$ cat src/rtl/vernam_pkg.sv
// Shared types and constants for the Vernam receive-side decipher engine.
// Holds the FSM state encoding, default widths and the weak-key constant.
package vernam_pkg;

  localparam int ADDR_W_DEF = 8;
  localparam int DATA_W_DEF = 8;

  // Key byte value that leaves a plaintext byte unencrypted.
  localparam int unsigned ZERO_KEY = 0;

  typedef enum logic [2:0] {
    S_IDLE,
    S_FETCH,
    S_WAIT_MEM,
    S_KEY,
    S_OUT,
    S_DONE
  } state_t;

endpackage

$ cat src/rtl/vernam_out_stage.sv
// Plaintext output stage: pt_q register plus valid/ready holding.
// Ports: load/ct/key in, ready in, pt_valid/pt_data/fire out.
module vernam_out_stage
  import vernam_pkg::*;
#(
  parameter int DATA_W = DATA_W_DEF
) (
  input  logic              clk,
  input  logic              reset,
  input  logic              load,
  input  logic [DATA_W-1:0] ct,
  input  logic [DATA_W-1:0] key,
  input  logic              ready,
  output logic              pt_valid,
  output logic [DATA_W-1:0] pt_data,
  output logic              fire
);

  logic [DATA_W-1:0] pt_q;
  logic              valid_q;

  always_ff @(posedge clk or negedge reset) begin
    if (!reset) begin
      pt_q    <= '0;
      valid_q <= 1'b0;
    end else if (load) begin
      pt_q    <= ct ^ key;
      valid_q <= 1'b1;
    end else if (valid_q && ready) begin
      valid_q <= 1'b0;
    end
  end

  assign fire     = valid_q & ready;
  assign pt_valid = valid_q;
  // Data bus reads zero whenever no byte is offered.
  assign pt_data  = valid_q ? pt_q : '0;

endmodule

$ cat src/rtl/vernam_decipher.sv
// Vernam decipher: XORs ciphertext read from RAM with a key stream, byte by byte.
// Ports: start/base_addr/length job, mem_* RAM read, key_* and pt_* handshakes,
// busy/done status; key_err only with VERNAM_ZEROKEY_CHECK_EN defined.
module vernam_decipher
  import vernam_pkg::*;
#(
  parameter int ADDR_W = ADDR_W_DEF,
  parameter int DATA_W = DATA_W_DEF
) (
  input  logic              clk,
  input  logic              reset,
  input  logic              start,
  input  logic [ADDR_W-1:0] base_addr,
  input  logic [ADDR_W-1:0] length,
  output logic              busy,
  output logic              done,
  output logic              mem_en,
  output logic [ADDR_W-1:0] mem_addr,
  input  logic [DATA_W-1:0] mem_rdata,
  output logic              key_req,
  input  logic              key_valid,
  input  logic [DATA_W-1:0] key_data,
  output logic              pt_valid,
  output logic [DATA_W-1:0] pt_data,
  input  logic              pt_ready
`ifdef VERNAM_ZEROKEY_CHECK_EN
  ,
  output logic              key_err
`endif
);

  state_t            state, state_d;
  logic [ADDR_W-1:0] addr_q, addr_d;
  logic [ADDR_W-1:0] rem_q, rem_d;
  logic [DATA_W-1:0] ct_q;
  logic              key_load;
  logic              fire;

  assign key_load = (state == S_KEY) && key_valid;

  always_comb begin
    state_d = state;
    addr_d  = addr_q;
    rem_d   = rem_q;
    unique case (state)
      S_IDLE: begin
        if (start) begin
          addr_d  = base_addr;
          rem_d   = length;
          state_d = (length == '0) ? S_DONE : S_FETCH;
        end
      end
      S_FETCH:    state_d = S_WAIT_MEM;
      S_WAIT_MEM: state_d = S_KEY;
      S_KEY: begin
        if (key_valid) state_d = S_OUT;
      end
      S_OUT: begin
        if (fire) begin
          addr_d  = addr_q + ADDR_W'(1);
          rem_d   = rem_q - ADDR_W'(1);
          state_d = (rem_q == ADDR_W'(1)) ? S_DONE : S_FETCH;
        end
      end
      S_DONE:  state_d = S_IDLE;
      default: state_d = S_IDLE;
    endcase
  end

  // Outputs are registered from the next state so they line up with it.
  always_ff @(posedge clk or negedge reset) begin
    if (!reset) begin
      state    <= S_IDLE;
      addr_q   <= '0;
      rem_q    <= '0;
      ct_q     <= '0;
      busy     <= 1'b0;
      done     <= 1'b0;
      mem_en   <= 1'b0;
      mem_addr <= '0;
      key_req  <= 1'b0;
    end else begin
      state    <= state_d;
      addr_q   <= addr_d;
      rem_q    <= rem_d;
      if (state == S_WAIT_MEM) ct_q <= mem_rdata;
      busy     <= (state_d != S_IDLE);
      done     <= (state_d == S_DONE);
      mem_en   <= (state_d == S_FETCH);
      mem_addr <= (state_d == S_FETCH) ? addr_d : '0;
      key_req  <= (state_d == S_KEY);
    end
  end

  vernam_out_stage #(
    .DATA_W(DATA_W)
  ) u_out (
    .clk     (clk),
    .reset   (reset),
    .load    (key_load),
    .ct      (ct_q),
    .key     (key_data),
    .ready   (pt_ready),
    .pt_valid(pt_valid),
    .pt_data (pt_data),
    .fire    (fire)
  );

`ifdef VERNAM_ZEROKEY_CHECK_EN
  // Sticky weak-key flag; a fresh job starts with a clean flag.
  always_ff @(posedge clk or negedge reset) begin
    if (!reset) begin
      key_err <= 1'b0;
    end else if (state == S_IDLE && start) begin
      key_err <= 1'b0;
    end else if (key_load && key_data == DATA_W'(ZERO_KEY)) begin
      key_err <= 1'b1;
    end
  end
`endif

endmodule

$ cat config.mk
export PLATFORM = sky130hd
export DESIGN_NAME = vernam_decipher
export DESIGN_NICKNAME = d
export VERILOG_FILES = /design/src/rtl/vernam_pkg.sv /design/src/rtl/vernam_out_stage.sv /design/src/rtl/vernam_decipher.sv
export SDC_FILE = /design/constraint.sdc
export NUM_CORES = 1
export LEC_CHECK = 0
export CAP_MARGIN = 10
export CORE_MARGIN = 3
export CORE_UTILIZATION = 32
export CTS_CLUSTER_SIZE = 14
export DETAILED_ROUTE_END_ITERATION = 6
export PLACE_DENSITY = 0.69
export RECOVER_POWER = 100
export SLEW_MARGIN = 30
export SYNTH_ARGS = -nofsm -noshare
export SYNTH_HDL_FRONTEND = slang
export SYNTH_SLANG_ARGS = --single-unit
$ cat constraint.sdc
create_clock -name clk -period 1.6 [get_ports clk]
set_input_delay 0.4 -clock clk [delete_from_list [all_inputs] [get_ports clk]]
set_output_delay 0.4 -clock clk [all_outputs]
set_load 0.02 [all_outputs]
==> metrics <==
average wire per cell in the routed design=approximately 15 µm; pin count of the biggest net entering global routing=49; switching share of power=a little under two fifths; classification of the worst-slack hold path=in2async; transition time of the tightest slew-check pin=between 1 and 1.5 ns; drt first pass iters=4; cell count after synthesis=roughly 220; number of library cell types mapped by synthesis=53; total clock sinks=48; count of final hold-check violations=0; antenna violations before repair=0; standard cell with the maximum stage delay on the critical path=sky130_fd_sc_hd__dfrtp_2; Total Wirelength=6400 µm; internal power contribution=0.00365 W; remaining global-route overflow=0; net switching component of the power=between 0.002 and 0.0025 W; estimated wirelength of the detail-placed design=around 4300 µm; Yosys warning total=0; share of power burned in combinational logic=50.7%; horizontal die dimension=approximately 92 µm; Num CTS Buffers=5; I/O pin count=58; Final #Nets=about 370; sequential share of power=36.1%; routed length on met3=around 300 µm; DR vias=between 2k and 2.5k; Slew Viols, Final=0; Final setup viols=1; Worst Setup Slack, final=-0.000328 ns; type of origin of the critical path=register; GRT Overall Usage=approximately 15%; effective utilization at floorplan=roughly 34%; synthesized area=0.00238 mm²; Worst Path Max Fanout=5; Slew HR=a little over a fifth; routed length on met1=around 2800 µm; clock latency on the worst-skew pair=slightly above 0.3 ns; number of nets with antenna violations after detailed routing=0; worst clock skew=approximately 0.012 ns; vias in the first global route=~2.2k; average cell area after synthesis=~11 µm²; CP arrival=between 1.5 and 2 ns; share of final-layout standard cells stronger than drive strength 1=between 30% and 40%; period utilization=100%; failing checks=negative setup slack; RSZ-0062 raised after global routing=yes; hold buffer count at cts=0; per-cell via count in the routed design=approximately 5; Reg clk slew, reported paths=around 0.10 ns; Ant. Diodes=0; area of the core=0.00702 mm²; P&R area growth vs syn=55.6%; Worst EP required=1.82 ns; ys async rst share=100%; power per standard cell area=1600 mW/mm²; fraction of power consumed by the clock network=a little over an eighth; CP max stage delay=0.46 ns; uppermost signal routing layer after detailed routing=met4; Lkg Pwr=about 1.6 nW; placement row count=30; post-placement worst setup slack=-0.463 ns; largest buffer count on any clock path=2; vertical die dimension=92.3 µm; TritonCTS clock tree=built; Initial DRC Count=82; reported max-cap violation count=0; maximum clock frequency=~0.62 GHz; final routed DRC violation total=0; Routability Congestion=about 0.79; critical path start-end classification=reg2reg; Top delay family on crit path=simple AND/OR/NAND/NOR gates; share of synthesized area occupied by flip-flops and latches=roughly half; Port-buffer cells=57; Synth Flop Type=sky130_fd_sc_hd__dfrtp_1; number of nets produced by synthesis=264; floorplan die area=between 0.008 and 0.009 mm²; master cell of the clock root buffer=sky130_fd_sc_hd__clkbuf_8; CP Cell Sequence=or3b_4 -> o21ai_4 -> nand3_4 -> a211oi_2; fillcell total=~630; run status=finished, violations left; wire length of the first global-routing pass=10600 µm; H-Tree Depth=2; number of buffers and inverters on the critical path=0; endpoint class of the critical path=register; post-layout minimum cycle time=between 1.5 and 2 ns; worst vdd rail ir drop=around 0.00053 V; number of flops mapped to enable cells by yosys=0; DR WL met2=between 3000 and 4000 µm; Synth Register Bits=48; share of the core filled with cells=52.8%
[flip-flops by register name (all words and copies together), names as in the netlist]
name	flops
addr_q	8
busy	1
ct_q	8
done	1
key_req	1
mem_addr	8
mem_en	1
rem_q	8
state	3
u_out.pt_q	8
u_out.pt_valid	1
[synth_stat cells (2+ instances only)]
library cell                instances  area [µm²]
sky130_fd_sc_hd__dfrtp_1           48        1200
sky130_fd_sc_hd__o21ai_0           19        95.1
sky130_fd_sc_hd__nand2_1           16        60.1
sky130_fd_sc_hd__a21oi_1           13        65.1
sky130_fd_sc_hd__and2_1            10        62.6
sky130_fd_sc_hd__nand3_1           10        50.1
sky130_fd_sc_hd__mux2_2             9         101
sky130_fd_sc_hd__nor2_1             8        30.0
sky130_fd_sc_hd__xnor2_1            8        70.1
sky130_fd_sc_hd__inv_1              7        26.3
sky130_fd_sc_hd__nor3_1             5        25.0
sky130_fd_sc_hd__or3_1              4        25.0
sky130_fd_sc_hd__a31oi_1            3        18.8
sky130_fd_sc_hd__and3_1             3        18.8
sky130_fd_sc_hd__buf_2              3        15.0
sky130_fd_sc_hd__clkbuf_1           3        11.3
sky130_fd_sc_hd__ha_1               3        37.5
sky130_fd_sc_hd__nor2b_1            3        18.8
sky130_fd_sc_hd__nor3b_1            3        22.5
sky130_fd_sc_hd__nor4_1             3        18.8
sky130_fd_sc_hd__o211ai_1           3        22.5
sky130_fd_sc_hd__o22ai_1            3        18.8
sky130_fd_sc_hd__a22oi_1            2        15.0
sky130_fd_sc_hd__a2bb2oi_1          2        17.5
sky130_fd_sc_hd__and4_1             2        17.5
sky130_fd_sc_hd__nand2b_1           2        12.5
sky130_fd_sc_hd__nand4_1            2        12.5
sky130_fd_sc_hd__o2bb2ai_1          2        17.5
[final timing paths]
check | cells past startpoint | slack, ns | start | end
min in group clk | 2 | 0.48 | u_out.pt_q[6] | u_out.pt_q[6]
max in group asynchronous | 2 | 0.39 | reset | state[0]
setup reg to reg | 4 | -0.0003 | state[0] | mem_addr[7]
hold reg to reg | 2 | 0.48 | u_out.pt_q[6] | u_out.pt_q[6]
setup / recovery | 4 | -0.0003 | state[0] | mem_addr[7]
hold / removal | 2 | 0.40 | reset | mem_en
[cell type report]
class	instances	area (µm²)	area share, %
Tap cell	96	120	3.24
Sequential cell	48	1200	32.5
Clock inverter	2	15.0	0.405
Inverter	7	26.3	0.709
Timing Repair Buffer	108	951	25.6
Clock buffer	6	82.6	2.23
Multi-Input combinational cell	162	1310	35.3
[power by group through the flow]
stage                     Combinational, W  Sequential [W]  Clock, W
after floorplan                    0.00147         0.00213         0
after global placement             0.00250         0.00211         0
after detailed placement           0.00255         0.00214         0
after CTS                          0.00270         0.00213  0.000797
after global routing               0.00329         0.00222  0.000848
final                              0.00300         0.00214  0.000777
[what timing repair did]
item,in CTS,in global routing
pin swaps,9,17
buffers inserted,7,8
endpoints found under the hold margin,0,0
endpoints found under the setup margin,42,34
gates cloned,2,0
gates resized for setup,70,37
[stage by stage]
stage | power (W) | area (µm²) | hold slack [ns] | instances | TNS, ns
4_1_cts | 0.00562 | 3530 | 0.0693 | 421 | -0.111
2_1_floorplan | 0.00360 | 2390 | 0.104 | 224 | 0
3_5_place_dp | 0.00469 | 3320 | 0.408 | 404 | -9.74
6_report | 0.00592 | 3710 | 0.404 | 429 | -0.000328
5_1_grt | 0.00636 | 3710 | 0.522 | 429 | -1.05
3_3_place_gp | 0.00461 | 3320 | 0.406 | 404 | -9.35
[worst reg2reg max path, delay by kind of cell (launching register included)]
| kind | cells | cell delay, ns |
|---|---|---|
| DFF | 1 | 0.46 |
| and+or+nand+nor | 2 | 0.61 |
| AOI/OAI and AO/OA | 2 | 0.44 |
[cell families after synthesis]
kind of cell,after synthesis,share of synthesized area [%]
AO/OA/AOI/OAI,57,15.9
flip-flops,48,50.4
XOR/XNOR,8,2.94
buffers and inverters,15,2.99
multiplexers,10,4.67
AND/OR/NAND/NOR,83,21.5
adder cells (fa/ha/maj),3,1.57
[routing by layer]
| layer | vias to the layer above | GRT usage [%] |
|---|---|---|
| met2 | 50 | 26.0 |
| li1 | 1031 | - |
| met5 | - | 0 |
| met1 | 1049 | 19.9 |
| met4 | 0 | 3.59 |
| met3 | 11 | 3.41 |
[cell usage in the layout (no fill, tap or decap), types with 3 or more instances in the layout]
cell type	synthesis	final
sky130_fd_sc_hd__nor2_1	8	7
sky130_fd_sc_hd__nand3_4	0	3
sky130_fd_sc_hd__nand3_1	10	7
sky130_fd_sc_hd__dlygate4sd2_1	0	14
sky130_fd_sc_hd__xnor2_1	8	8
sky130_fd_sc_hd__or3_1	4	3
sky130_fd_sc_hd__nor3_1	5	3
sky130_fd_sc_hd__buf_4	1	36
sky130_fd_sc_hd__and2_1	10	9
sky130_fd_sc_hd__buf_6	1	14
sky130_fd_sc_hd__and3_1	3	3
sky130_fd_sc_hd__o211ai_1	3	3
sky130_fd_sc_hd__mux2_2	9	9
sky130_fd_sc_hd__clkbuf_8	0	6
sky130_fd_sc_hd__inv_1	7	6
sky130_fd_sc_hd__a31oi_1	3	3
sky130_fd_sc_hd__nand2_1	16	15
sky130_fd_sc_hd__o21ai_1	0	3
sky130_fd_sc_hd__nor3b_2	0	3
sky130_fd_sc_hd__o21ai_0	19	15
sky130_fd_sc_hd__buf_2	3	8
sky130_fd_sc_hd__clkdlybuf4s50_1	0	33
sky130_fd_sc_hd__a21oi_1	13	10
sky130_fd_sc_hd__ha_1	3	3
sky130_fd_sc_hd__dfrtp_1	48	45
sky130_fd_sc_hd__a21oi_2	1	4
sky130_fd_sc_hd__dfrtp_2	0	3
Note: power is estimated with default switching activity, not from simulation.
